$ cat src/rtl/cpu_pkg.sv
// cpu_pkg: constants and types shared by the fetch stage and simple_cpu.
//   INSTR_WIDTH / PC_BITS : default instruction width and program-memory address width
//   NOP_WORD / HALT_WORD  : special instruction encodings
//   fetch_state_e         : fetch-stage FSM states
package cpu_pkg;

  localparam int INSTR_WIDTH = 20;
  localparam int PC_BITS     = 5;

  localparam logic [INSTR_WIDTH-1:0] NOP_WORD  = {INSTR_WIDTH{1'b0}};
  localparam logic [INSTR_WIDTH-1:0] HALT_WORD = {INSTR_WIDTH{1'b1}};

  typedef enum logic [1:0] {
    ST_IDLE = 2'd0,
    ST_RUN  = 2'd1,
    ST_HALT = 2'd2
  } fetch_state_e;

  // True when a word of the default width is the halt encoding.
  function automatic logic is_halt_word(input logic [INSTR_WIDTH-1:0] word);
    return (word == HALT_WORD);
  endfunction

endpackage

$ cat src/rtl/instr_mem.sv
// instr_mem: program memory with one write port and one synchronous read port.
//   clk   : clock
//   we    : write strobe; waddr/wdata written on the rising edge
//   re    : read enable; when low the read register holds its last value
//   raddr : read address
//   rdata : registered read data (valid the cycle after a read-enabled edge)
// The array and the read register are deliberately not reset.
module instr_mem #(
  parameter int INSTR_WIDTH = 20,
  parameter int PC_BITS     = 5
) (
  input  logic                   clk,
  input  logic                   we,
  input  logic [PC_BITS-1:0]     waddr,
  input  logic [INSTR_WIDTH-1:0] wdata,
  input  logic                   re,
  input  logic [PC_BITS-1:0]     raddr,
  output logic [INSTR_WIDTH-1:0] rdata
);

  logic [INSTR_WIDTH-1:0] mem_r [2**PC_BITS];
  logic [INSTR_WIDTH-1:0] rdata_r;

  // Write port.
  always_ff @(posedge clk) begin
    if (we) begin
      mem_r[waddr] <= wdata;
    end
  end

  // Synchronous read port; holding on re=0 is what freezes the in-flight word during a stall.
  always_ff @(posedge clk) begin
    if (re) begin
      rdata_r <= mem_r[raddr];
    end
  end

  assign rdata = rdata_r;

endmodule

$ cat src/rtl/instr_fetch.sv
// instr_fetch: instruction fetch stage feeding simple_cpu.
//   clk, rst          : clock, synchronous active-low reset
//   start             : begin execution at address 0 (IDLE/HALT only)
//   stall             : freeze fetch PC, read stage and outputs
//   load_en/addr/data : program-memory write (IDLE/HALT only)
//   jump_en/jump_addr : redirect fetch (RUN, not stalled)
//   instruction       : fetched word, NOP when instr_valid=0
//   instr_valid       : instruction is a real fetched word
//   pc                : address of the displayed word
//   halted / busy     : state is HALT / RUN
// Pipeline: fetch PC -> synchronous memory read (tagged with rd_valid/rd_pc/squash) -> output registers.
module instr_fetch #(
  parameter int INSTR_WIDTH = cpu_pkg::INSTR_WIDTH,
  parameter int PC_BITS     = cpu_pkg::PC_BITS
) (
  input  logic                   clk,
  input  logic                   rst,
  input  logic                   start,
  input  logic                   stall,
  input  logic                   load_en,
  input  logic [PC_BITS-1:0]     load_addr,
  input  logic [INSTR_WIDTH-1:0] load_data,
  input  logic                   jump_en,
  input  logic [PC_BITS-1:0]     jump_addr,
  output logic [INSTR_WIDTH-1:0] instruction,
  output logic                   instr_valid,
  output logic [PC_BITS-1:0]     pc,
  output logic                   halted,
  output logic                   busy
);

  import cpu_pkg::*;

  localparam logic [INSTR_WIDTH-1:0] NOP_W  = {INSTR_WIDTH{1'b0}};
  localparam logic [INSTR_WIDTH-1:0] HALT_W = {INSTR_WIDTH{1'b1}};

  fetch_state_e           state_r;
  logic [PC_BITS-1:0]     fetch_pc_r;
  logic                   rd_valid_r;   // read register holds a word fetched in RUN
  logic [PC_BITS-1:0]     rd_pc_r;      // address of the word in the read register
  logic                   squash_r;     // that word was fetched in the cycle a jump was taken
  logic [INSTR_WIDTH-1:0] instruction_r;
  logic                   instr_valid_r;
  logic [PC_BITS-1:0]     pc_r;

  logic                   rd_en_s;
  logic                   we_s;
  logic [INSTR_WIDTH-1:0] rd_data_s;
  logic                   live_s;
  logic                   word_ok_s;
  logic                   hit_halt_s;

  instr_mem #(
    .INSTR_WIDTH (INSTR_WIDTH),
    .PC_BITS     (PC_BITS)
  ) u_mem (
    .clk   (clk),
    .we    (we_s),
    .waddr (load_addr),
    .wdata (load_data),
    .re    (rd_en_s),
    .raddr (fetch_pc_r),
    .rdata (rd_data_s)
  );

  // Memory strobes and classification of the word sitting in the read register.
  always_comb begin
    rd_en_s    = 1'b0;
    we_s       = 1'b0;
    live_s     = 1'b0;
    word_ok_s  = 1'b0;
    hit_halt_s = 1'b0;
    if (state_r == ST_RUN) begin
      rd_en_s = ~stall;
    end else begin
      we_s = load_en;
    end
    live_s = (state_r == ST_RUN) && rd_valid_r && !squash_r;
    if (live_s) begin
      hit_halt_s = (rd_data_s == HALT_W);
      word_ok_s  = (rd_data_s != HALT_W);
    end else begin
      hit_halt_s = 1'b0;
      word_ok_s  = 1'b0;
    end
  end

  // FSM, fetch PC, read-stage tags and output registers.
  always_ff @(posedge clk) begin
    if (!rst) begin
      state_r       <= ST_IDLE;
      fetch_pc_r    <= {PC_BITS{1'b0}};
      rd_valid_r    <= 1'b0;
      rd_pc_r       <= {PC_BITS{1'b0}};
      squash_r      <= 1'b0;
      instruction_r <= NOP_W;
      instr_valid_r <= 1'b0;
      pc_r          <= {PC_BITS{1'b0}};
    end else begin
      case (state_r)
        ST_IDLE, ST_HALT: begin
          instruction_r <= NOP_W;
          instr_valid_r <= 1'b0;
          rd_valid_r    <= 1'b0;
          squash_r      <= 1'b0;
          if (start) begin
            state_r    <= ST_RUN;
            fetch_pc_r <= {PC_BITS{1'b0}};
          end
        end
        ST_RUN: begin
          if (!stall) begin
            // The word read on this edge is the sequential one; a jump here marks it for squashing.
            rd_valid_r <= 1'b1;
            rd_pc_r    <= fetch_pc_r;
            squash_r   <= jump_en;
            fetch_pc_r <= jump_en ? jump_addr : fetch_pc_r + PC_BITS'(1);
            if (word_ok_s) begin
              instruction_r <= rd_data_s;
              instr_valid_r <= 1'b1;
              pc_r          <= rd_pc_r;
            end else begin
              instruction_r <= NOP_W;
              instr_valid_r <= 1'b0;
            end
            if (hit_halt_s) begin
              state_r <= ST_HALT;
            end
          end
        end
        default: begin
          state_r <= ST_IDLE;
        end
      endcase
    end
  end

  assign instruction = instruction_r;
  assign instr_valid = instr_valid_r;
  assign pc          = pc_r;
  assign halted      = (state_r == ST_HALT);
  assign busy        = (state_r == ST_RUN);

endmodule

$ cat config.mk
export PLATFORM = sky130hd
export DESIGN_NAME = instr_fetch
export DESIGN_NICKNAME = d
export VERILOG_FILES = /design/src/rtl/cpu_pkg.sv /design/src/rtl/instr_mem.sv /design/src/rtl/instr_fetch.sv
export SDC_FILE = /design/constraint.sdc
export NUM_CORES = 1
export LEC_CHECK = 0
export ABC_CLOCK_PERIOD_IN_PS = 8000
export BUFFER_PORTS_ARGS = -buffer_cell sky130_fd_sc_hd__buf_4
export CORE_MARGIN = 2
export CORE_UTILIZATION = 35
export DETAILED_ROUTE_END_ITERATION = 16
export HOLD_SLACK_MARGIN = 0.02
export PLACE_DENSITY = 0.5
export SKIP_CTS_REPAIR_TIMING = 1
export SLEW_MARGIN = 20
export SYNTH_ARGS = -nofsm -noshare
export SYNTH_HDL_FRONTEND = slang
export SYNTH_SLANG_ARGS = --single-unit
$ cat constraint.sdc
create_clock -name clk -period 8 [get_ports clk]
set_clock_uncertainty 0.15 [all_clocks]
set_input_delay 0.4 -clock clk [delete_from_list [all_inputs] [get_ports clk]]
set_output_delay 0.4 -clock clk [all_outputs]
set_load 0.05 [all_outputs]
==> summary by stage, run 1 <==
Timing
The final count of pins violating max slew is 0. The worst-case headroom to the max-slew limit is between 20% and 30%. The number of endpoints with negative hold slack in the final report is 0. Setup repair after global routing left no endpoint under its margin. Setup violations remaining at the end of the flow were counted as 0.

The worst path meets setup with between 4000 and 5000 ps of slack. The minimum clock period is 3640 ps. The slew of the pin with the lowest slew margin is about 1100 ps.

Static timing analysis puts the maximum clock frequency at approximately 270 MHz. The part of the cycle the worst path needs is between 40 and 50%. Adding up every negative setup slack in the final design gives 0 ps.

Synthesis
The number of different library cells used by synthesis comes to 46. The biggest area consumer among synthesized cells is sky130_fd_sc_hd__edfxtp_1. The post-synthesis sequential area ratio is between 70% and 80%.

The flip-flop cell with the highest count after synthesis is sky130_fd_sc_hd__edfxtp_1. Synthesis produced a netlist with a net count of 1320. The average footprint of a synthesized cell is between 20 and 25 um^2. For this run, asynchronously set or reset flops after synthesis account for 0%. In this run the cell area of the synthesized design comes to approximately 27000 um^2.

Ranked by instance count, the synthesized netlist is headed by sky130_fd_sc_hd__edfxtp_1 (660), sky130_fd_sc_hd__mux4_2 (120), sky130_fd_sc_hd__mux2i_1 (87), sky130_fd_sc_hd__nor2_1 (45), sky130_fd_sc_hd__a21oi_1 (44). After technology mapping, the gate count stands at 1283. The synthesized flop and latch total is 700. After synthesis, the cell types taking the most area are sky130_fd_sc_hd__edfxtp_1 (74%), sky130_fd_sc_hd__mux4_2 (10%), sky130_fd_sc_hd__mux2i_1 (3.3%). The cell with the most instances after synthesis is sky130_fd_sc_hd__edfxtp_1. The top cell type's share of synthesized area is around 74%. The total of warnings raised by yosys is 0.

Yosys mapped a number of flops with a built-in enable equal to between 600 and 700.

Clock network
The number of levels in the clock H-tree is 3. Counting along the longest clock path gives a buffer depth of 3. The TritonCTS sink count is 700. The number of buffers inserted during clock tree synthesis is 72. The clock latency at the later pin of the worst-skew pair is 610 ps.

The CTS tree is yes. After clock tree synthesis, the clock-pin slew on the worst setup and hold paths is around 60 ps. The tree is rooted in a sky130_fd_sc_hd__clkbuf_16.

Finish
The area growth from synthesis to layout is 15.1%. The total inserted antenna cells is 0. The final layout net count is approximately 1400. The filler cells instantiated in the layout total 6638. The proportion of layout cells with a drive suffix above 1 is 27.0%.

Status
The flow ran to the end, and the final reports show no timing, DRC or antenna violations.

Critical path
In this run the worst path has a maximum fanout of 87. The end of the worst register-to-register path is u_mem.rdata[5]. At the worst endpoint, the arrival time is approximately 3800 ps. Setup slack on the worst reg-to-reg path comes out at about 4400 ps. STA classifies the critical path startpoint as a register.

The worst register-to-register path begins at fetch_pc_r[0]. STA classifies the critical path endpoint as a register. The kind of critical path is reg2reg.

The slowest cell on the critical path is sky130_fd_sc_hd__dfxtp_4. At the worst endpoint, the required time is ~8000 ps. The number of cells on the worst reg-to-reg path is 5. The largest stage delay on the critical path is roughly 800 ps.

The signal on the critical path passes through buf_12 > mux4_2 > a22o_1 > a2111oi_2 > a21oi_1.

Routing
The number of optimization iterations in the first detailed-route pass is 5. The mean routed wirelength per cell is 27.9 um. The detailed-route via count is between 10000 and 15000. After the first detailed-routing iteration, the DRC count stood at about 1300. The number of nets with antenna violations after detailed routing is 0. The post-detailed-routing wire length is 67700 um. After detailed routing, the number of vias per cell comes to 5.45. In the routed design, unresolved DRC markers number 0.

Global routing
The global-route wire length before repair is 97400 um. The via count of the first global-routing pass came to about 13000. The initial antenna violation count is 4. Global routing consumed, over all layers together, between 15 and 20% of the routing resources. The pin count of the biggest net entering global routing is 88. The total overflow left after global routing is 0.

Floorplanning
The die span in y is about 280 um. In this run the horizontal extent of the chip is roughly 280 um. Once the floorplan was initialized, standard cells occupied a little over a third of the core. The I/O pin count is 64. The floorplan die area is 78300 um^2. The core region is between 70000 and 80000 um^2. The number of rows created at floorplan is 101.

Pwr
VDD sags by at most 0.000131 V. The power density over the cells is between 200 and 250 nW/um^2. Summed over all cells, the static leakage comes to 9.29 nW.

Flow run
The number of max-cap violations is 0.

Hold path
The worst hold path cell count is 1. The hold path startpoint is load_data[17]. The class of the worst hold path is in2reg. The worst hold path terminates at u_mem.mem_r[1][17].

Place
The placer congestion estimate is ~0.77. Summed over all nets, the half-perimeter wirelength after detailed placement is between 30000 and 40000 um. The number of I/O port buffers is 63.

The setup slack after placement is 4330 ps.
## power by group
part,leakage (nW),internal (mW),switching [mW],total [mW]
sequential,6.27,4.04,0.0277,4.06
combinational,1.93,0.114,0.195,0.308
clock,1.09,1.80,1.37,3.17
total,9.29,5.95,1.59,7.54
## worst max-delay path, delay by kind of cell, from the launching register on
family	cells	cell delay, ps
flops	1	800
mux	1	590
buf+inv	1	550
compound gates	3	1110
## per-layer routing
| metal | vias up | track usage (%) | share of wire, % | wire [um] |
|---|---|---|---|---|
| met3 | 72 | 4.02 | 6.8 | 4610 |
| met2 | 415 | 27.1 | 47 | 32000 |
| li1 | 5634 | - | - | - |
| met5 | - | 0.250 | 0.056 | 38 |
| met1 | 7099 | 24.4 | 44 | 29800 |
| met4 | 6 | 5.11 | 1.9 | 1270 |
## metrics by stage
stage | instance area, um^2 | hold WS [ps] | utilization, % | std cells | power [mW]
floorplan | 26600 | 285 | - | 1283 | 4.31
global placement | 28400 | 292 | 37.5 | 2296 | 4.45
detailed placement | 28400 | 301 | 37.5 | 2296 | 4.45
CTS | 30600 | -168 | 40.4 | 2421 | 7.64
global route | 30700 | 44.0 | 40.5 | 2425 | 7.80
finish | 30700 | 48.9 | 40.5 | 2425 | 7.54
## sequential cells by signal, indices dropped and copies added, names as in the netlist
register,flops
fetch_pc_r,5
rd_pc_r,5
squash_r,1
instruction,20
u_mem.rdata,20
instr_valid,1
u_mem.mem_r,640
pc,5
state_r,2
rd_valid_r,1
## cell usage in the layout, fill, tap and decap left out, types with 12 or more instances in the layout
cell type                   count
sky130_fd_sc_hd__dfxtp_1       36
sky130_fd_sc_hd__nand2_1       24
sky130_fd_sc_hd__o221ai_1      17
sky130_fd_sc_hd__nor2_1        12
sky130_fd_sc_hd__a22oi_1       24
sky130_fd_sc_hd__edfxtp_1     660
sky130_fd_sc_hd__a22o_1        20
sky130_fd_sc_hd__clkinv_2      14
sky130_fd_sc_hd__mux4_2       120
sky130_fd_sc_hd__clkinv_1      14
sky130_fd_sc_hd__nor2_2        32
sky130_fd_sc_hd__a21oi_1       44
sky130_fd_sc_hd__buf_4        107
sky130_fd_sc_hd__mux2i_1       87
sky130_fd_sc_hd__o22ai_1       18
sky130_fd_sc_hd__o21ai_0       12
sky130_fd_sc_hd__clkbuf_1      12
sky130_fd_sc_hd__clkbuf_16     73
sky130_fd_sc_hd__a2111oi_2     13
sky130_fd_sc_hd__a32o_1        19
## cell type report
cell class / count / area, um^2 / area share [%]
Clock buffer: 88 / 1910 / 6.24
Timing Repair Buffer: 113 / 883 / 2.88
Inverter: 4 / 15.0 / 0.0490
Multi-Input combinational cell: 505 / 5680 / 18.5
Tap cell: 978 / 1220 / 3.99
Sequential cell: 700 / 20600 / 67.3
Clock inverter: 37 / 299 / 0.976
## kinds of logic after synthesis
logic type	count (synthesis)	synth area share, %
xor+xnor	2	0.0658
mux	209	13.5
compound gates	181	5.27
simple gates	112	2.03
buf+inv	78	1.66
fa+ha+maj	1	0.0470
flops	700	77.4
## worst max-delay path by stage
stage,startpoint,end,cells after the start
3_3_place_gp,fetch_pc_r[0],u_mem.rdata[5],5
2_1_floorplan,state_r[1],u_mem.mem_r[12][0],5
3_5_place_dp,fetch_pc_r[0],u_mem.rdata[5],5
6_report,fetch_pc_r[0],u_mem.rdata[5],5
5_1_grt,fetch_pc_r[0],u_mem.rdata[5],5
4_1_cts,fetch_pc_r[0],u_mem.rdata[5],5
(Power assumes the default switching activity.)
==> run 2: changes to the inputs <==
--- a/config.mk
+++ b/config.mk
@@ -5,13 +5,13 @@
 export SDC_FILE = /design/constraint.sdc
 export NUM_CORES = 1
 export LEC_CHECK = 0
-export ABC_CLOCK_PERIOD_IN_PS = 8000
+export ABC_CLOCK_PERIOD_IN_PS = 3300
 export BUFFER_PORTS_ARGS = -buffer_cell sky130_fd_sc_hd__buf_4
 export CORE_MARGIN = 2
 export CORE_UTILIZATION = 35
 export DETAILED_ROUTE_END_ITERATION = 16
 export HOLD_SLACK_MARGIN = 0.02
-export PLACE_DENSITY = 0.5
+export PLACE_DENSITY = 0.51
 export SKIP_CTS_REPAIR_TIMING = 1
 export SLEW_MARGIN = 20
 export SYNTH_ARGS = -nofsm -noshare
==> constraint.sdc (replaced) <==
create_clock -name clk -period 3.3 [get_ports clk]
set_clock_uncertainty 0.15 [all_clocks]
set_input_delay 0.165 -clock clk [delete_from_list [all_inputs] [get_ports clk]]
set_output_delay 0.165 -clock clk [all_outputs]
set_load 0.05 [all_outputs]
==> summary by stage, run 2 (synthesis gave the netlist of run 1 again) <==
Routing
The detail-routed via count per cell is 5.36 (was 5.45). The number of nets with antenna violations after detailed routing is 0 (unchanged). The number of design rule violations left after detail routing is 0 (unchanged). The mean routed wirelength per cell is 26.3 um (was 27.9 um). The post-detailed-routing wire length is 66000 um (was 67700 um). The number of DRC markers in iteration 0 is 1148 (was 1294). The detailed-route via count is 13425 (was 13226). The number of optimization iterations in the first detailed-route pass is 7 (was 5).

Timing
RSZ-0062 raised after global routing: false (unchanged). The fmax was 309 MHz (was 275 MHz). The final hold slack came to -14.4 ps (was 48.9 ps).

The smallest setup slack after layout is 59.8 ps (was 4360 ps). The summed negative setup slack over all endpoints came to 0 ps (unchanged). The minimum clock period is 3240 ps (was 3640 ps).

The number of endpoints with negative hold slack in the final report is 1 (was 0). The slew of the pin with the lowest slew margin is 1180 ps (was 1090 ps). The part of the cycle the worst path needs is 98.2% (was 45.5%). The final count of pins violating max slew is 0 (unchanged). The number of failing setup endpoints in the final timing report is 0 (unchanged). The worst-case headroom to the max-slew limit is 19.4% (was 25.1%).

Place
The number of I/O port buffers is 63 (unchanged). The setup slack after placement is 158 ps (was 4330 ps). The placed wire-length estimate is 41700 um (was 39500 um). The placer congestion estimate is 0.776 (was 0.768).

The number of cells after detailed placement came to 2344 (was 2296).

Floorplanning
The horizontal extent of the die was 280 um (unchanged). The effective utilization at floorplan is 35.2% (unchanged). The area of the core region is 75700 um^2 (unchanged). The I/O pin count is 64 (unchanged). The die span in y is 280 um (unchanged).

The floorplan die area is 78300 um^2 (unchanged). The number of rows created at floorplan is 101 (unchanged).

Critical path
The kind of critical path is reg2reg (unchanged). The largest fanout on the critical path is 44 (was 87). The capturing element of the worst setup path is u_mem.rdata[4] (was u_mem.rdata[5]). The number of cells on the worst reg-to-reg path is 4 (was 5). The critical path endpoint category is a register (unchanged). The arrival time of the worst setup path was 3380 ps (was 3800 ps). The reg-to-reg startpoint is fetch_pc_r[0] (unchanged).

The required time at the endpoint of the critical path was 3440 ps (was 8150 ps). The internal reg-to-reg setup slack is 60 ps (was 4360 ps). The critical path launch point is fetch_pc_r[0] (unchanged). The category of the worst setup path launch point is a register (unchanged). The end of the worst register-to-register path is u_mem.rdata[4] (was u_mem.rdata[5]).

Finish
The most common cell after layout, fill and taps aside is sky130_fd_sc_hd__edfxtp_1 (unchanged). The relative area change from synthesis to final layout was 18.5% (was 15.1%). The utilization after layout is 41.7% (was 40.5%). The most flop-heavy register is u_mem.mem_r (unchanged). The number of fillers in the final layout is 6551 (was 6638). The number of non-filler instances in the completed layout is 2507 (was 2425). Most frequent cells in the layout: sky130_fd_sc_hd__edfxtp_1 (660), sky130_fd_sc_hd__buf_4 (147), sky130_fd_sc_hd__mux4_2 (120) (was sky130_fd_sc_hd__edfxtp_1 (660), sky130_fd_sc_hd__mux4_2 (120), sky130_fd_sc_hd__buf_4 (107)). The final layout net count was 1511 (was 1433). The number of flip-flops in the largest register is 640 (unchanged). The proportion of layout cells with a drive suffix above 1 is 28.6% (was 27.0%).

Flow run
The number of max-cap violations is 0 (unchanged).

Clock network
The clock latency at the later pin of the worst-skew pair is 620 ps (was 610 ps). The number of levels in the clock H-tree is 3 (unchanged). The TritonCTS sink count is 700 (unchanged). The maximum clock insertion buffer count is 3 (unchanged). The number of buffers inserted during clock tree synthesis came to 73 (was 72). The clock transition at the registers of the reported paths came to 70 ps (was 60 ps). The clock root buffer is sky130_fd_sc_hd__clkbuf_16 (unchanged). The CTS tree is yes (unchanged).

Pwr
The maximum vdd drop came to 0.000315 V (was 0.000131 V). The power density over the cells was 595 nW/um^2 (was 246 nW/um^2). The leakage power total is 9.76 nW (was 9.29 nW).

Status
Result of the run: finished, violations left (was complete, no violations). The final reports fail on negative hold slack.

Global routing
The via count of the first global-routing pass was 13437 (was 13388). The initial antenna violation count is 1 (was 4). The remaining global-route overflow is 0 (unchanged). The pin count of the biggest net entering global routing is 51 (was 88). The overall global routing resource usage is 16.9% (was 17.4%). The global-route wire length before repair was 95000 um (was 97400 um).

Hold path
The hold path startpoint is jump_addr[1] (was load_data[17]). The class of the worst hold path is in2reg (unchanged). The worst hold path cell count is 5 (was 1).
-- run 2: per-stage QoR --
| stage | instance area [um^2] | power, mW |
|---|---|---|
| global placement | 28900 | 10.8 |
| finish | 31600 | 18.8 |
| detailed placement | 28900 | 10.8 |
| global route | 31600 | 19.4 |
| floorplan | 26600 | 10.4 |
| CTS | 31200 | 19.0 |
-- run 2: per-layer routing --
layer	vias to the layer above	share of wire (%)	track usage, %	wire length [um]
li1	5782	-	-	-
met1	7134	43	23.3	28500
met2	437	48	27.3	31800
met3	72	6.8	3.25	4480
met4	0	1.8	4.91	1210
met5	-	0	0	0
-- run 2: worst max-delay path, stage by stage, from the launching register on --
cell                        delay, ps
sky130_fd_sc_hd__dfxtp_4          590
sky130_fd_sc_hd__buf_12           360
sky130_fd_sc_hd__mux4_2           580
sky130_fd_sc_hd__a2111oi_0       1050
sky130_fd_sc_hd__a22oi_1          170
-- run 2: how the worst min path moves through the flow --
| stage | slack [ps] | end |
|---|---|---|
| floorplan | 110 | u_mem.mem_r[0][0] |
| global placement | 240 | state_r[1] |
| detailed placement | 250 | state_r[1] |
| CTS | -420 | state_r[1] |
| global route | 30 | fetch_pc_r[1] |
| finish | -10 | fetch_pc_r[1] |
-- run 2: power by group --
group	switching, mW	internal, mW	leakage [nW]
logic	0.484	0.318	2.34
registers	0.0585	9.78	6.27
clock network	3.27	4.87	1.15
-- run 2: final cells by class --
type / count / area (um^2) / area share [%]
flip-flops and latches: 700 / 20600 / 65.4
inverters: 4 / 15.0 / 0.0476
diodes: 1 / 2.50 / 0.00793
clock inverters: 35 / 375 / 1.19
repair buffers: 190 / 1630 / 5.18
multi-input cells: 505 / 5690 / 18.0
clock buffers: 94 / 1990 / 6.30
well taps: 978 / 1220 / 3.88
==> run 3: changes to the inputs <==
--- a/config.mk
+++ b/config.mk
@@ -9,6 +9,7 @@
 export BUFFER_PORTS_ARGS = -buffer_cell sky130_fd_sc_hd__buf_4
 export CORE_MARGIN = 2
 export CORE_UTILIZATION = 35
+export CTS_BUF_LIST = sky130_fd_sc_hd__clkbuf_16
 export DETAILED_ROUTE_END_ITERATION = 16
 export HOLD_SLACK_MARGIN = 0.02
 export PLACE_DENSITY = 0.51
==> summary by stage, run 3 (synthesis gave the netlist of run 1 again) <==
Critical path
The largest fanout on the critical path came to 44 (unchanged). The critical path launch point is fetch_pc_r[0] (unchanged). The kind of critical path is reg2reg (unchanged). The category of the worst setup path launch point is a register (unchanged). The reg-to-reg startpoint is fetch_pc_r[0] (unchanged). The required time at the endpoint of the critical path is 3450 ps (was 3440 ps). The critical path endpoint category was a register (unchanged). The arrival time of the worst setup path came to 3380 ps (about the same).

Status
Violations in the final reports: negative hold slack (unchanged). Result of the run: finished, violations left (unchanged).

Floorplanning
The effective utilization at floorplan is 35.2% (unchanged). The I/O pin count came to 64 (unchanged). The horizontal extent of the die was 280 um (unchanged). The floorplan die area is 78300 um^2 (unchanged). The area of the core region is 75700 um^2 (unchanged). The number of rows created at floorplan is 101 (unchanged). The die span in y is 280 um (unchanged).

Timing
RSZ-0062 raised after global routing: false (unchanged). The minimum clock period was 3240 ps (about the same). The fmax is 309 MHz (about the same).

The final count of pins violating max slew is 0 (unchanged). The summed negative setup slack over all endpoints was 0 ps (unchanged). The part of the cycle the worst path needs is 98.1% (was 98.2%). The worst-case headroom to the max-slew limit is 19.8% (was 19.4%).

The final hold slack was -23.3 ps (was -14.4 ps). The number of failing setup endpoints in the final timing report came to 0 (unchanged). The slew of the pin with the lowest slew margin is 1170 ps (was 1180 ps). The number of endpoints with negative hold slack in the final report is 1 (unchanged).

Routing
The number of DRC markers in iteration 0 was 1263 (was 1148). The number of nets with antenna violations after detailed routing is 0 (unchanged). The detailed-route via count was 13467 (was 13425).

The mean routed wirelength per cell is 26.4 um (was 26.3 um). The number of optimization iterations in the first detailed-route pass is 5 (was 7). The post-detailed-routing wire length came to 66000 um (about the same). The detail-routed via count per cell is 5.37 (was 5.36). The number of design rule violations left after detail routing came to 0 (unchanged).

Finish
The final layout net count is 1511 (unchanged). The total inserted antenna cells is 0 (was 1). The most flop-heavy register is u_mem.mem_r (unchanged). The most common cell after layout, fill and taps aside is sky130_fd_sc_hd__edfxtp_1 (unchanged).

Most frequent cells in the layout: sky130_fd_sc_hd__edfxtp_1 (660), sky130_fd_sc_hd__buf_4 (147), sky130_fd_sc_hd__mux4_2 (120) (unchanged). The number of fillers in the final layout came to 6553 (was 6551). The relative area change from synthesis to final layout is 18.4% (was 18.5%). The sequential cell area is 20600 um^2 (unchanged). The footprint of the multi-input gates is 5690 um^2 (unchanged). The number of flip-flops in the largest register is 640 (unchanged). The utilization after layout is 41.7% (about the same). The proportion of layout cells with a drive suffix above 1 was 28.5% (was 28.6%).

Global routing
The via count of the first global-routing pass is 13430 (was 13437). The remaining global-route overflow is 0 (unchanged). The overall global routing resource usage is 16.9% (about the same).

The global-route wire length before repair is 94900 um (was 95000 um). The initial antenna violation count is 1 (unchanged). The pin count of the biggest net entering global routing was 51 (unchanged).

Place
The number of I/O port buffers came to 63 (unchanged). The placed wire-length estimate is 41700 um (unchanged). The placer congestion estimate came to 0.776 (unchanged).

Hold path
The class of the worst hold path is in2reg (unchanged). The hold path startpoint is jump_addr[1] (unchanged).

Pwr
The leakage power total is 9.82 nW (was 9.76 nW). The maximum vdd drop is 0.000318 V (was 0.000315 V). The power density over the cells was 593 nW/um^2 (was 595 nW/um^2).

Clock network
The TritonCTS sink count is 700 (unchanged). The CTS tree is yes (unchanged). The number of buffers inserted during clock tree synthesis is 73 (unchanged). The clock transition at the registers of the reported paths is 70 ps (about the same). The number of levels in the clock H-tree is 3 (unchanged). The maximum clock insertion buffer count is 3 (unchanged).

The clock root buffer is sky130_fd_sc_hd__clkbuf_16 (unchanged). The clock latency at the later pin of the worst-skew pair came to 620 ps (about the same).

Flow run
The number of max-cap violations came to 0 (unchanged).
## run 3: changes by cell type in the layout (fill, tap and decap cells not counted), sizes merged
cell / previous run / this run
clkbuf: 94 / 76
inv: 4 / 20
clkinv: 25 / 27
diode: 1 / 0
## run 3: per-stage QoR
step | setup slack [ps] | hold slack [ps] | instances | instance area, um^2 | total power [mW]
after floorplan | 270 | 114 | 1283 | 26600 | 10.4
after global placement | 84.5 | 241 | 2344 | 28900 | 10.8
after detailed placement | 158 | 248 | 2344 | 28900 | 10.8
after CTS | 132 | -417 | 2473 | 31200 | 18.9
after global routing | 27.3 | 26.4 | 2506 | 31500 | 19.3
final | 63.4 | -23.3 | 2506 | 31500 | 18.7
## run 3: path summary, 6_finish.rpt
path / slack, ps / end / depth (start not counted)
hold / removal: -20 / fetch_pc_r[1] / 5
setup / recovery: 60 / u_mem.rdata[4] / 4
setup reg to reg: 60 / u_mem.rdata[4] / 4
hold reg to reg: 310 / pc[1] / 2
## run 3: critical path, cell delays in order, from the launching register on
cell and delay, ps:
sky130_fd_sc_hd__dfxtp_4 590, sky130_fd_sc_hd__buf_12 360, sky130_fd_sc_hd__mux4_2 580, sky130_fd_sc_hd__a2111oi_0 1040, sky130_fd_sc_hd__a22oi_1 170
## run 3: routing by layer
layer | GRT usage [%] | vias up | wire length [um]
li1 | - | 5785 | -
met5 | 0 | - | 0
met3 | 3.25 | 71 | 4280
met1 | 23.2 | 7185 | 28700
met2 | 27.3 | 426 | 31800
met4 | 4.91 | 0 | 1220
## run 3: cell type report
class                   count  share of cell area (%)
clock buffers              76                    6.03
clock inverters            53                    1.40
inverters                   4                  0.0476
multi-input cells         505                    18.0
flip-flops and latches    700                    65.4
well taps                 978                    3.88
repair buffers            190                    5.18
## run 3: power breakdown
part	internal, mW	switching (mW)	total [mW]
registers	9.78	0.0583	9.84
logic	0.318	0.483	0.801
clock network	4.77	3.28	8.06
total	14.9	3.83	18.7
